==> src/rtl/ysyx_25040118_mem_pkg.sv <==
// rtl/ysyx_25040118_mem_pkg.sv - shared types and constants for the memory arbiter
package ysyx_25040118_mem_pkg;

  typedef enum logic [1:0] {IDLE, REQ, WAIT} state_e;
  typedef enum logic {OWN_IFU, OWN_LSU} owner_e;

  localparam int MASK_W = 4;
  localparam logic [MASK_W-1:0] MASK_NONE = 4'b0000;
  localparam logic [MASK_W-1:0] MASK_WORD = 4'b1111;

endpackage

==> src/rtl/ysyx_25040118_rr_arb2.sv <==
// rtl/ysyx_25040118_rr_arb2.sv - two-way round-robin grant with last-grant memory
module ysyx_25040118_rr_arb2
  import ysyx_25040118_mem_pkg::*;
(
  input  logic clk,
  input  logic rst,
  input  logic en,
  input  logic ifu_req,
  input  logic lsu_req,
  output logic ifu_gnt,
  output logic lsu_gnt
);

  owner_e last_grant_q, last_grant_d;

  // On a tie the requester that did not win last time is favoured.
  always_comb begin
    ifu_gnt = 1'b0;
    lsu_gnt = 1'b0;
    if (en) begin
      if (ifu_req && lsu_req) begin
        ifu_gnt = (last_grant_q == OWN_LSU);
        lsu_gnt = (last_grant_q == OWN_IFU);
      end else begin
        ifu_gnt = ifu_req;
        lsu_gnt = lsu_req;
      end
    end
  end

  always_comb begin
    last_grant_d = last_grant_q;
    if (ifu_gnt) begin
      last_grant_d = OWN_IFU;
    end else if (lsu_gnt) begin
      last_grant_d = OWN_LSU;
    end
  end

  always_ff @(posedge clk or negedge rst) begin
    if (!rst) begin
      last_grant_q <= OWN_IFU;
    end else begin
      last_grant_q <= last_grant_d;
    end
  end

endmodule

==> src/rtl/ysyx_25040118_mem_arbiter.sv <==
// rtl/ysyx_25040118_mem_arbiter.sv - shares one memory port between IFU and LSU with timeout abort
module ysyx_25040118_mem_arbiter
  import ysyx_25040118_mem_pkg::*;
#(
  parameter int ADDR_W  = 32,
  parameter int DATA_W  = 32,
  parameter int TIMEOUT = 255
) (
  input  logic              clk,
  input  logic              rst,
  input  logic              ifu_req_valid,
  output logic              ifu_req_ready,
  input  logic [ADDR_W-1:0] ifu_addr,
  output logic              ifu_rsp_valid,
  output logic              ifu_rsp_err,
  output logic [DATA_W-1:0] ifu_rdata,
  input  logic              lsu_req_valid,
  output logic              lsu_req_ready,
  input  logic              lsu_we,
  input  logic [ADDR_W-1:0] lsu_addr,
  input  logic [DATA_W-1:0] lsu_wdata,
  input  logic [MASK_W-1:0] lsu_wmask,
  output logic              lsu_rsp_valid,
  output logic              lsu_rsp_err,
  output logic [DATA_W-1:0] lsu_rdata,
  output logic              mem_req_valid,
  input  logic              mem_req_ready,
  output logic              mem_we,
  output logic [ADDR_W-1:0] mem_addr,
  output logic [DATA_W-1:0] mem_wdata,
  output logic [MASK_W-1:0] mem_wmask,
  input  logic              mem_rsp_valid,
  input  logic [DATA_W-1:0] mem_rdata
);

  localparam int CNT_W = $clog2(TIMEOUT + 1);
  localparam logic [CNT_W-1:0] CNT_LAST = CNT_W'(TIMEOUT - 1);

  state_e            state_q, state_d;
  owner_e            owner_q, owner_d;
  logic [CNT_W-1:0]  cnt_q, cnt_d;
  logic [ADDR_W-1:0] addr_q, addr_d;
  logic              we_q, we_d;
  logic [DATA_W-1:0] wdata_q, wdata_d;
  logic [MASK_W-1:0] wmask_q, wmask_d;
  logic              req_valid_q, req_valid_d;
  logic              ifu_rsp_valid_q, ifu_rsp_valid_d, ifu_rsp_err_q, ifu_rsp_err_d;
  logic              lsu_rsp_valid_q, lsu_rsp_valid_d, lsu_rsp_err_q, lsu_rsp_err_d;
  logic [DATA_W-1:0] ifu_rdata_q, ifu_rdata_d, lsu_rdata_q, lsu_rdata_d;
  logic              ifu_gnt, lsu_gnt, rsp_fire, abort;

  // Readies are suppressed while reset is held so that every output reads 0.
  ysyx_25040118_rr_arb2 u_arb (
    .clk     (clk),
    .rst     (rst),
    .en      (rst && (state_q == IDLE)),
    .ifu_req (ifu_req_valid),
    .lsu_req (lsu_req_valid),
    .ifu_gnt (ifu_gnt),
    .lsu_gnt (lsu_gnt)
  );

  assign ifu_req_ready = ifu_gnt;
  assign lsu_req_ready = lsu_gnt;

  always_comb begin
    rsp_fire        = (state_q == WAIT) && mem_rsp_valid;
    abort           = ((state_q == REQ) || (state_q == WAIT)) && !rsp_fire && (cnt_q == CNT_LAST);
    state_d         = state_q;
    owner_d         = owner_q;
    cnt_d           = cnt_q;
    addr_d          = addr_q;
    we_d            = we_q;
    wdata_d         = wdata_q;
    wmask_d         = wmask_q;
    req_valid_d     = req_valid_q;
    ifu_rsp_valid_d = 1'b0;
    ifu_rsp_err_d   = 1'b0;
    ifu_rdata_d     = ifu_rdata_q;
    lsu_rsp_valid_d = 1'b0;
    lsu_rsp_err_d   = 1'b0;
    lsu_rdata_d     = lsu_rdata_q;
    case (state_q)
      IDLE: begin
        if (ifu_req_valid && ifu_gnt) begin
          addr_d = ifu_addr; we_d = 1'b0; wdata_d = '0; wmask_d = MASK_NONE;
          owner_d = OWN_IFU; cnt_d = '0; state_d = REQ; req_valid_d = 1'b1;
        end else if (lsu_req_valid && lsu_gnt) begin
          addr_d = lsu_addr; we_d = lsu_we; wdata_d = lsu_wdata;
          wmask_d = lsu_we ? lsu_wmask : MASK_NONE;
          owner_d = OWN_LSU; cnt_d = '0; state_d = REQ; req_valid_d = 1'b1;
        end
      end
      REQ: begin
        cnt_d = cnt_q + 1'b1;
        if (mem_req_ready) begin
          state_d     = WAIT;
          req_valid_d = 1'b0;
        end
      end
      WAIT: cnt_d = cnt_q + 1'b1;
      default: state_d = IDLE;
    endcase
    // A timeout wins over a request handshake landing in the same cycle.
    if (rsp_fire || abort) begin
      state_d     = IDLE;
      req_valid_d = 1'b0;
      if (owner_q == OWN_IFU) begin
        ifu_rsp_valid_d = 1'b1;
        ifu_rsp_err_d   = abort;
        ifu_rdata_d     = (abort || we_q) ? '0 : mem_rdata;
      end else begin
        lsu_rsp_valid_d = 1'b1;
        lsu_rsp_err_d   = abort;
        lsu_rdata_d     = (abort || we_q) ? '0 : mem_rdata;
      end
    end
  end

  always_ff @(posedge clk or negedge rst) begin
    if (!rst) begin
      state_q         <= IDLE;
      owner_q         <= OWN_IFU;
      cnt_q           <= '0;
      addr_q          <= '0;
      we_q            <= 1'b0;
      wdata_q         <= '0;
      wmask_q         <= MASK_NONE;
      req_valid_q     <= 1'b0;
      ifu_rsp_valid_q <= 1'b0;
      ifu_rsp_err_q   <= 1'b0;
      ifu_rdata_q     <= '0;
      lsu_rsp_valid_q <= 1'b0;
      lsu_rsp_err_q   <= 1'b0;
      lsu_rdata_q     <= '0;
    end else begin
      state_q         <= state_d;
      owner_q         <= owner_d;
      cnt_q           <= cnt_d;
      addr_q          <= addr_d;
      we_q            <= we_d;
      wdata_q         <= wdata_d;
      wmask_q         <= wmask_d;
      req_valid_q     <= req_valid_d;
      ifu_rsp_valid_q <= ifu_rsp_valid_d;
      ifu_rsp_err_q   <= ifu_rsp_err_d;
      ifu_rdata_q     <= ifu_rdata_d;
      lsu_rsp_valid_q <= lsu_rsp_valid_d;
      lsu_rsp_err_q   <= lsu_rsp_err_d;
      lsu_rdata_q     <= lsu_rdata_d;
    end
  end

  assign mem_req_valid = req_valid_q;
  assign mem_we        = we_q;
  assign mem_addr      = addr_q;
  assign mem_wdata     = wdata_q;
  assign mem_wmask     = wmask_q;
  assign ifu_rsp_valid = ifu_rsp_valid_q;
  assign ifu_rsp_err   = ifu_rsp_err_q;
  assign ifu_rdata     = ifu_rdata_q;
  assign lsu_rsp_valid = lsu_rsp_valid_q;
  assign lsu_rsp_err   = lsu_rsp_err_q;
  assign lsu_rdata     = lsu_rdata_q;

endmodule

==> config.mk <==
export PLATFORM = sky130hd
export DESIGN_NAME = ysyx_25040118_mem_arbiter
export DESIGN_NICKNAME = d
export VERILOG_FILES = /design/src/rtl/ysyx_25040118_mem_pkg.sv /design/src/rtl/ysyx_25040118_rr_arb2.sv /design/src/rtl/ysyx_25040118_mem_arbiter.sv
export SDC_FILE = /design/constraint.sdc
export NUM_CORES = 1
export LEC_CHECK = 0
export CELL_PAD_IN_SITES_DETAIL_PLACEMENT = 1
export CELL_PAD_IN_SITES_GLOBAL_PLACEMENT = 1
export CORE_MARGIN = 1
export CORE_UTILIZATION = 29
export DETAILED_ROUTE_END_ITERATION = 7
export PLACE_DENSITY_LB_ADDON = 0.1
export SLEW_MARGIN = 20
export SYNTH_ARGS = -nofsm -noshare
export SYNTH_HDL_FRONTEND = slang
export SYNTH_SLANG_ARGS = --single-unit
export TNS_END_PERCENT = 1
==> constraint.sdc <==
create_clock -name clk -period 1.6 [get_ports clk]
set_input_delay 0.16 -clock clk [delete_from_list [all_inputs] [get_ports clk]]
set_output_delay 0.16 -clock clk [all_outputs]
set_load 0.03 [all_outputs]
=== After elaboration in Yosys (flattened, before gate mapping) ===
Index checks and enable logic that the tools add are counted.

* Input port bits: 139
* Output and inout bits: 140
* Word-level logic and storage cells: 86
* Bits in registers: 150

* Reduce and logical (&&, ||, !) cells: 23
* Bitwise logic cells: 2
* Muxes and demuxes: 38
* Add/subtract/negate cells: 1
* Equality and inequality tests: 7

{| class="wikitable"
|+ Operators with widths
! operator !! count
|-
| $mux 32 || 5
|-
| $mux 1 || 21
|-
| $mux 8 || 2
|-
| $pmux 8 s2 || 1
|-
| $mux 4 || 3
|-
| $add 8x1->8 const B || 1
|-
| $eq 8x8->1 const B || 1
|-
| $mux 2 || 4
|-
| $reduce_and 2->1 || 4
|-
| $logic_and 1x1->1 || 7
|-
| $pmux 2 s3 || 1
|-
| $reduce_and 3->1 || 2
|-
| $reduce_bool 2->1 || 3
|-
| $ne 4x1->1 const B || 1
|-
| $logic_or 1x1->1 || 3
|-
| $ne 3x1->1 const B || 1
|-
| $ne 3x2->1 const B || 1
|-
| $reduce_bool 3->1 || 1
|-
| $eq 2x1->1 const B || 1
|-
| $eq 2x2->1 const B || 1
|-
| $logic_not 2->1 || 1
|-
| $ne 2x1->1 const B || 1
|-
| $not 1->1 || 2
|-
| $pmux 1 s2 || 1
|-
| other kinds (2) || 2
|}

=== Depth between registers and ports, before layout ===
Gate-level depths: netlist of the first run.

* Depth after elaboration: 8
* Depth in mapped cells: 7
* Mapped depth without buffers: 6

=== Modules after synthesis ===
A second synthesis of the first run with hierarchy kept.

* Cell total of the unflattened synthesis: 585
* Area, all modules: 6457.4 um^2

{| class="wikitable"
|+ By module, submodules not included
! module !! area each (um^2) !! cells each !! sequential area each (um^2) !! instances
|-
| ysyx_25040118_mem_arbiter || 6396.1 || 577 || 3728.6 || 1
|-
| ysyx_25040118_rr_arb2 || 61.3 || 8 || 25.0 || 1
|}

=== Least setup slack after synthesis of the first run ===
Ideal clock, no wire load.

* Path kind: register to register
* Start: reg state_q[0]
* End: reg wdata_q[0], in the netlist mem_wdata[0]
* Required time: 1.534 ns
* Cell stages (with the launch flop): 7
* Arrival time: 1.733 ns
* Setup time: 0.066 ns
* Path buffers: 1
* Period minus slack after synthesis: 1.800 ns
* Setup slack: -0.200 ns
* Path through: dfrtp_1 inv_1 ha_1 nand3_1 a21oi_1 clkbuf_1 a22o_1

* Word-level cells in the longest chain between the ends: 6
* Elaborated cells between the ends (all ways): 9
* Classes of those cells: mux (3); reduce/logical (6)

{| class="wikitable"
|+ Ends and longest elaborated chain
! what !! RTL line !! text
|-
| from (decl) || ysyx_25040118_mem_arbiter.sv:39 || <nowiki>state_e state_q, state_d;</nowiki>
|-
| from (signal assigned) || ysyx_25040118_mem_arbiter.sv:137 || <nowiki>state_q <= state_d;</nowiki>
|-
| $logic_not 2->1 || ysyx_25040118_mem_arbiter.sv:56 || <nowiki>.en (rst && (state_q == IDLE)),</nowiki>
|-
| $logic_and 1x1->1 || ysyx_25040118_mem_arbiter.sv:56 ||
|-
| $mux 1 || ysyx_25040118_rr_arb2.sv:20 || <nowiki>if (en) begin</nowiki>
|-
| net lsu_req_ready || ysyx_25040118_mem_arbiter.sv:18 || <nowiki>output logic lsu_req_ready,</nowiki>
|-
| $logic_and 1x1->1 || ysyx_25040118_mem_arbiter.sv:88 || <nowiki>end else if (lsu_req_valid && lsu_gnt) begin</nowiki>
|-
| $reduce_bool 2->1 (no source line) || n/a ||
|-
| $reduce_and 2->1 (no source line) || n/a ||
|-
| to (signal assigned) || ysyx_25040118_mem_arbiter.sv:142 || <nowiki>wdata_q <= wdata_d;</nowiki>
|-
| to (decl) || ysyx_25040118_mem_arbiter.sv:44 || <nowiki>logic [DATA_W-1:0] wdata_q, wdata_d;</nowiki>
|}

The timed path passes the listed nets, and every way through them passes these cells.
A chain may end at the register's enable or synchronous reset.

=== Worst setup path in the final report of the first run ===
* Start: reg state_q[0]
* End: out ifu_req_ready

* Word-level cells in the longest chain between the ends: 3

{| class="wikitable"
|+ Ends and longest elaborated chain
! what !! RTL line !! text
|-
| $logic_not 2->1 || ysyx_25040118_mem_arbiter.sv:56 ||
|-
| $logic_and 1x1->1 || ysyx_25040118_mem_arbiter.sv:56 ||
|-
| $mux 1 || ysyx_25040118_rr_arb2.sv:20 ||
|-
| to (decl) || ysyx_25040118_mem_arbiter.sv:12 || <nowiki>output logic ifu_req_ready,</nowiki>
|}

Every way passes these cells.

==> impl_metrics.env, run 1 <==
export IMPL_run_status="complete, but fails checks"
export IMPL_violations="negative setup slack"
export IMPL_yosys_cell_types_count=37
export IMPL_detailedPlacementHpwl_um=15100
export IMPL_post_synthesis_xor_xnor_area_fraction=0
export IMPL_grt_setup_unrepaired="yes"
export IMPL_worst_endpoint_arrival_ns=1.65
export IMPL_r2r_end="lsu_rdata[16]$_DFFE_PN0P_"
export IMPL_cts_htree_levels=4
export IMPL_power_leakage_nw=4.90
export IMPL_synth_compound_gate_area_share=0.206
export IMPL_netlist_instances=502
export IMPL_worst_hold_slack_ns=0.0753
export IMPL_io_pins=279
export IMPL_max_clock_freq_mhz=551
export IMPL_postSynthNetCount=648
export IMPL_cts_max_path_buffers=2
export IMPL_layout_commonest_cell="dfrtp_1"
export IMPL_drt_vias_per_instance=4.96
export IMPL_kind_of_end_point_of_the_critical_path="output port"
export IMPL_synth_top_family_by_area="compound AO/OA/AOI/OAI gates"
export IMPL_worst_path_buf_inv=4
export IMPL_vias_in_the_first_global_route=5919
export IMPL_core_region_area_um2=21200
export IMPL_final_min_clock_period_ns=1.81
export IMPL_buffer_ports_inserted=278
export IMPL_clk_transition_reported_paths_ns=0.07
export IMPL_ys_warnings=0
export IMPL_drt_drc_violations_left=0
export IMPL_ys_seq_area_frac=0.597
export IMPL_grt_antenna_before_repair=0
export IMPL_hold_viol=0
export IMPL_total_power_mw=20.6
export IMPL_dr_first_iter_drc_count=188
export IMPL_most_common_layout_cells="150 x dfrtp_1, 137 x clkdlybuf4s50_1, 136 x dlygate4sd2_1"
export IMPL_clock_tree_from_tritoncts="built"
export IMPL_synthSimpleGateAreaFrac=0.0883
export IMPL_synth_enable_flop_cells=0
export IMPL_hold_path_class="input pin to flip-flop"
export IMPL_series_of_cell_instances_along_the_critical_path="inv_2 -> ha_4 -> nand3_2 -> a21oi_4 -> buf_12 -> buf_6 -> buf_6"
export IMPL_worstPathRequired_ns=1.44
export IMPL_reg_to_reg_setup_timing_slack_ns=-0.14
export IMPL_cts_inserted_buffers=17
export IMPL_pre_cts_slack_ns=-0.190
export IMPL_crit_path_max_incr_delay_ns=0.39
export IMPL_finalInstanceArea_um2=10300
export IMPL_worst_path_max_delay_cell="dfrtp_1"
export IMPL_power_ir_vdd_worst_mv=0.814
export IMPL_placed_cell_areas_um2=9750
export IMPL_pwr_dens_nw_per_um2=1990
export IMPL_worst_r2r_path_depth=7
export IMPL_fin_tns_setup_ns=-10.44
export IMPL_finish_cell_count_without_fillers=1110
export IMPL_placed_cells_incl_taps=1071
export IMPL_timing_critical_path_depth=7
export IMPL_netlist_area_leader_share=0.597
export IMPL_setup_worst_path_start_class="flip-flop"
export IMPL_timing_clock_skew_ns=0.0158
export IMPL_drt_total_wl_um=21300
export IMPL_final_nets=968
export IMPL_hold_path_endpoint="u_arb.last_grant_q$_DFFE_PN0P_"
export IMPL_worstMarginPinSlew_ns=0.672
export IMPL_drt_pass1_iter_count=4
export IMPL_criticalPathCategory="flip-flop to output port"
export IMPL_slew_headroom=0.552
export IMPL_timing_hold_worst_path_depth=3
export IMPL_route_antenna_remaining_nets=0
export IMPL_grt_start_max_net_pins=120
export IMPL_timing_critical_path_fanout_max=4
export IMPL_dieArea_um2=22300
export IMPL_yosysTopAreaCell="dfrtp_1"
export IMPL_die_y_extent_um=149
export IMPL_dieWidth_um=149
export IMPL_tritoncts_num_sinks=150
export IMPL_synthFlopType="dfrtp_1"
export IMPL_clk_insertion_delay_late_ns=0.43
export IMPL_grt_first_pass_wirelength_um=32900
export IMPL_num_rows=53
export IMPL_synth_top_cells_by_area="dfrtp_1 60%, a32o_1 11%, mux2i_1 5.2%"
export IMPL_floorplan_initialDensity=0.297
export IMPL_layout_overhead_on_the_synthesized_area_pct=64.4
export IMPL_grt_total_usage=0.194
export IMPL_timing_final_max_slew_violations=0
export IMPL_cts_root_buf="clkbuf_16"
export IMPL_worst_path_most_repeated_cell="buf_6"
export IMPL_layout_drive_gt1_share=0.147
export IMPL_place_gp_congestion=0.776
export IMPL_max_cap_viol_count=0
export IMPL_finalCoreUtilization=0.489
export IMPL_via_count=5511
export IMPL_synth_seq_cells=150
export IMPL_postSynth_asyncResetShare=1.00
export IMPL_synth_mux_area_frac=0.0525
export IMPL_mappedNetlistArea_um2=6290
export IMPL_setup_violations=132
export IMPL_synth_avg_cell_area_um2=12.5
export IMPL_layout_worst_path_cycle_share=1.13
export IMPL_synth_fa_ha_area_frac=0.0139
export IMPL_worst_hold_startpoint="rst"
export IMPL_critPathTopFamily="buffers and inverters"
export IMPL_timing_rr_start="state_q[1]$_DFFE_PN0P_"
export IMPL_grt_ovfl_total=0
export IMPL_antenna_cells=0
export IMPL_wire_per_inst_um=19.2
export IMPL_postLayoutSetupSlackWorst_ns=-0.214
==> logic make-up after synthesis <==
family	Yosys count
buffers and inverters	50
muxes	33
DFF	150
adders and majority gates	7
and+or+nand+nor	108
AOI/OAI and AO/OA	154
==> tightest hold or removal path: cells and delay by family <==
kind	cells	cell delay (ns)
buf+inv	1	0.12
simple gates	1	0.09
compound gates	1	0.08
==> what timing repair did <==
| item | in CTS | in global routing |
|---|---|---|
| setup buffers | 5 | 1 |
| endpoints found under the setup margin | 280 | 146 |
| pin swaps | 6 | 5 |
| hold endpoints to repair | 150 | 0 |
| resized for setup | 159 | 11 |
| hold buffers | 1 | 0 |
==> synthesized netlist by cell type, types with 3 or more instances <==
cell type	n
dfrtp_1	150
a32o_1	68
nand2_1	48
a22o_1	33
mux2i_1	33
nor2b_1	33
o21ai_1	29
clkbuf_1	20
buf_2	10
buf_6	9
nand3_1	8
ha_1	7
o21ai_0	7
inv_1	6
nor2_1	5
buf_1	4
a21oi_1	3
nand3b_1	3
o221ai_1	3
==> registers in the layout, indices dropped and copies added, names as in the netlist <==
register / cells
mem_wdata: 32
ifu_rsp_err: 1
lsu_rsp_err: 1
lsu_rsp_valid: 1
lsu_rdata: 32
state_q: 2
owner_q: 1
mem_we: 1
mem_addr: 32
ifu_rdata: 32
cnt_q: 8
mem_wmask: 4
mem_req_valid: 1
ifu_rsp_valid: 1
u_arb.last_grant_q: 1
==> worst max path at each step <==
stage | startpoint | endpoint | slack (ns)
2_1_floorplan | state_q[1]$_DFFE_PN0P_ | ifu_rdata[10]$_DFFE_PN0P_ | -0.15
3_3_place_gp | state_q[0]$_DFFE_PN0P_ | ifu_rdata[16]$_DFFE_PN0P_ | -0.16
3_5_place_dp | state_q[0]$_DFFE_PN0P_ | lsu_rdata[4]$_DFFE_PN0P_ | -0.19
4_1_cts | state_q[1]$_DFFE_PN0P_ | lsu_req_ready | -0.24
5_1_grt | state_q[1]$_DFFE_PN0P_ | lsu_req_ready | -0.30
6_report | state_q[0]$_DFFE_PN0P_ | ifu_req_ready | -0.21
==> layout make-up <==
class | count | area, um^2
repair buffers | 344 | 3280
clock buffers | 18 | 439
well taps | 275 | 344
inverters | 7 | 26.3
fillers | 2248 | 10800
multi-input cells | 302 | 2360
flip-flops and latches | 150 | 3750
clock inverters | 14 | 140
==> where the power goes <==
group | leakage, nW | internal [mW] | switching [mW]
registers | 1.93 | 5.41 | 0.915
clock network | 0.274 | 2.23 | 1.74
logic | 2.70 | 3.92 | 6.34
==> metal layers <==
layer	share of wire	track usage	up-vias
li1	-	-	2532
met1	0.39	0.227	2754
met2	0.51	0.331	212
met3	0.090	0.0719	13
met4	0.011	0.0582	0
met5	0	0	-
Note: power is estimated with default switching activity, not from simulation.
==> run 2, diff against run 1 <==
Settings changed: CORE_UTILIZATION 29 to 35.
Clock period 1.6 ns to 2.1 ns, I/O delays scaled along.
==> impl_metrics.env, run 2 (synthesis gave the netlist of run 1 again) <==
export IMPL_run_status="complete, no violations"
export IMPL_die_y_extent_um=136
export IMPL_power_ir_vdd_worst_mv=0.787
export IMPL_detailedPlacementHpwl_um=14300
export IMPL_finalCoreUtilization=0.573
export IMPL_num_rows=48
export IMPL_tritoncts_num_sinks=150
export IMPL_hold_path_class="input pin to async pin"
export IMPL_worstMarginPinSlew_ns=0.790
export IMPL_max_clock_freq_mhz=487
export IMPL_worst_r2r_path_depth=6
export IMPL_power_leakage_nw=4.22
export IMPL_most_common_layout_cells="274 x clkdlybuf4s50_1, 150 x dfrtp_1, 68 x a32o_1"
export IMPL_crit_path_max_incr_delay_ns=0.41
export IMPL_drt_vias_per_instance=5.27
export IMPL_via_count=5330
export IMPL_vias_in_the_first_global_route=5768
export IMPL_cts_max_path_buffers=2
export IMPL_layout_drive_gt1_share=0.0813
export IMPL_core_region_area_um2=17400
export IMPL_grt_antenna_before_repair=0
export IMPL_buffer_ports_inserted=278
export IMPL_antenna_cells=0
export IMPL_final_nets=920
export IMPL_clock_tree_from_tritoncts="built"
export IMPL_place_gp_congestion=0.773
export IMPL_drt_pass1_iter_count=4
export IMPL_r2r_end="lsu_rdata[7]$_DFFE_PN0P_"
export IMPL_slew_headroom=0.474
export IMPL_fillers=1768
export IMPL_layout_commonest_cell="clkdlybuf4s50_1"
export IMPL_timing_rr_start="state_q[1]$_DFFE_PN0P_"
export IMPL_dieArea_um2=18500
export IMPL_timing_clock_skew_ns=0.0100
export IMPL_grt_first_pass_wirelength_um=32200
export IMPL_fin_tns_setup_ns=0
export IMPL_final_min_clock_period_ns=2.05
export IMPL_layout_overhead_on_the_synthesized_area_pct=58.7
export IMPL_criticalPathCategory="flip-flop to flip-flop"
export IMPL_cts_inserted_buffers=17
export IMPL_floorplan_initialDensity=0.361
export IMPL_cts_root_buf="clkbuf_16"
export IMPL_drt_drc_violations_left=0
export IMPL_placed_cell_areas_um2=9280
export IMPL_dr_first_iter_drc_count=258
export IMPL_grt_total_usage=0.233
export IMPL_drt_total_wl_um=20800
export IMPL_worstPathRequired_ns=2.40
export IMPL_worst_path_max_delay_cell="dfrtp_1"
export IMPL_timing_final_max_slew_violations=0
export IMPL_wire_per_inst_um=20.6
export IMPL_max_cap_viol_count=0
export IMPL_kind_of_end_point_of_the_critical_path="flip-flop"
export IMPL_hold_viol=0
export IMPL_series_of_cell_instances_along_the_critical_path="inv_2 -> ha_4 -> nand4_1 -> o21bai_4 -> nand2_4 -> a32o_1"
export IMPL_clk_transition_reported_paths_ns=0.06
export IMPL_setup_violations=0
export IMPL_io_pins=279
export IMPL_clk_insertion_delay_late_ns=0.43
export IMPL_finalInstanceArea_um2=9980
export IMPL_grt_start_max_net_pins=145
export IMPL_grt_setup_unrepaired="yes"
export IMPL_dieWidth_um=136
export IMPL_layout_worst_path_cycle_share=0.978
export IMPL_reg_to_reg_setup_timing_slack_ns=0.05
export IMPL_pwr_dens_nw_per_um2=1630
export IMPL_route_antenna_remaining_nets=0
export IMPL_worst_endpoint_arrival_ns=2.35
export IMPL_timing_critical_path_fanout_max=33
export IMPL_grt_ovfl_total=0
export IMPL_setup_worst_path_start_class="flip-flop"
export IMPL_cts_htree_levels=4
run 2: changes by cell type in the layout (fill, tap and decap cells not counted), sizes merged:
cell and change:
inv -4, clkdlybuf4s50 +137, bufbuf +1, buf -49, bufinv +3, clkinvlp -2
dlymetal6s2s -1, dlygate4sd2 -136, clkinv +3
run 2: power by group:
group / internal (mW) / total (mW) / switching, mW
registers: 4.13 / 4.89 / 0.764
clock network: 2.03 / 3.28 / 1.25
logic: 3.42 / 8.13 / 4.70
total: 9.58 / 16.3 / 6.72
run 2: layout make-up:
type,count,area [um^2],share of cell area
clock buffers,18,439,0.0440
clock inverters,14,198,0.0198
inverters,7,26.3,0.00263
multi-input cells,302,2300,0.230
flip-flops and latches,150,3750,0.376
well taps,225,282,0.0282
repair buffers,296,2990,0.299
run 2: worst max path at each step:
stage	cells past startpoint	end	start	slack (ns)
2_1_floorplan	6	mem_wdata[0]$_DFFE_PN0P_	state_q[0]$_DFFE_PN0P_	0.30
3_3_place_gp	6	lsu_rdata[11]$_DFFE_PN0P_	state_q[1]$_DFFE_PN0P_	0.18
3_5_place_dp	6	lsu_rdata[10]$_DFFE_PN0P_	state_q[1]$_DFFE_PN0P_	0.03
4_1_cts	6	lsu_rdata[7]$_DFFE_PN0P_	state_q[1]$_DFFE_PN0P_	0.02
5_1_grt	6	lsu_rdata[7]$_DFFE_PN0P_	state_q[1]$_DFFE_PN0P_	-0.05
6_report	6	lsu_rdata[7]$_DFFE_PN0P_	state_q[1]$_DFFE_PN0P_	0.05
run 2: through the flow:
stage	cells	hold slack, ns	power, mW	worst slack, ns
3_5_place_dp	976	0.0432	13.0	0.0290
4_1_cts	1012	0.165	16.5	0.0189
2_1_floorplan	502	-0.0856	9.33	0.300
3_3_place_gp	976	0.0398	12.8	0.181
6_report	1012	0.171	16.3	0.0459
5_1_grt	1012	0.172	17.1	-0.0468
run 2: timing repair:
item | CTS | global route
setup endpoints to repair | 3 | 65
setup buffers | 2 | 0
resized for setup | 2 | 2
hold buffers | 1 | 0
hold endpoints to repair | 6 | 0
pin swaps | 0 | 0
cloned | 1 | 0
run 2: critical path: cells and delay by family, from the launching register on:
| kind | cells | cell delay [ns] |
|---|---|---|
| and+or+nand+nor | 2 | 0.48 |
| adders and majority gates | 1 | 0.27 |
| AOI/OAI and AO/OA | 2 | 0.67 |
| DFF | 1 | 0.41 |
| buffers and inverters | 1 | 0.08 |
run 2: metal layers:
layer,global-route usage,vias up,share of wire
met3,0.0906,25,0.098
met1,0.279,2654,0.39
li1,-,2418,-
met5,0,-,0
met2,0.382,233,0.49
met4,0.0765,0,0.018
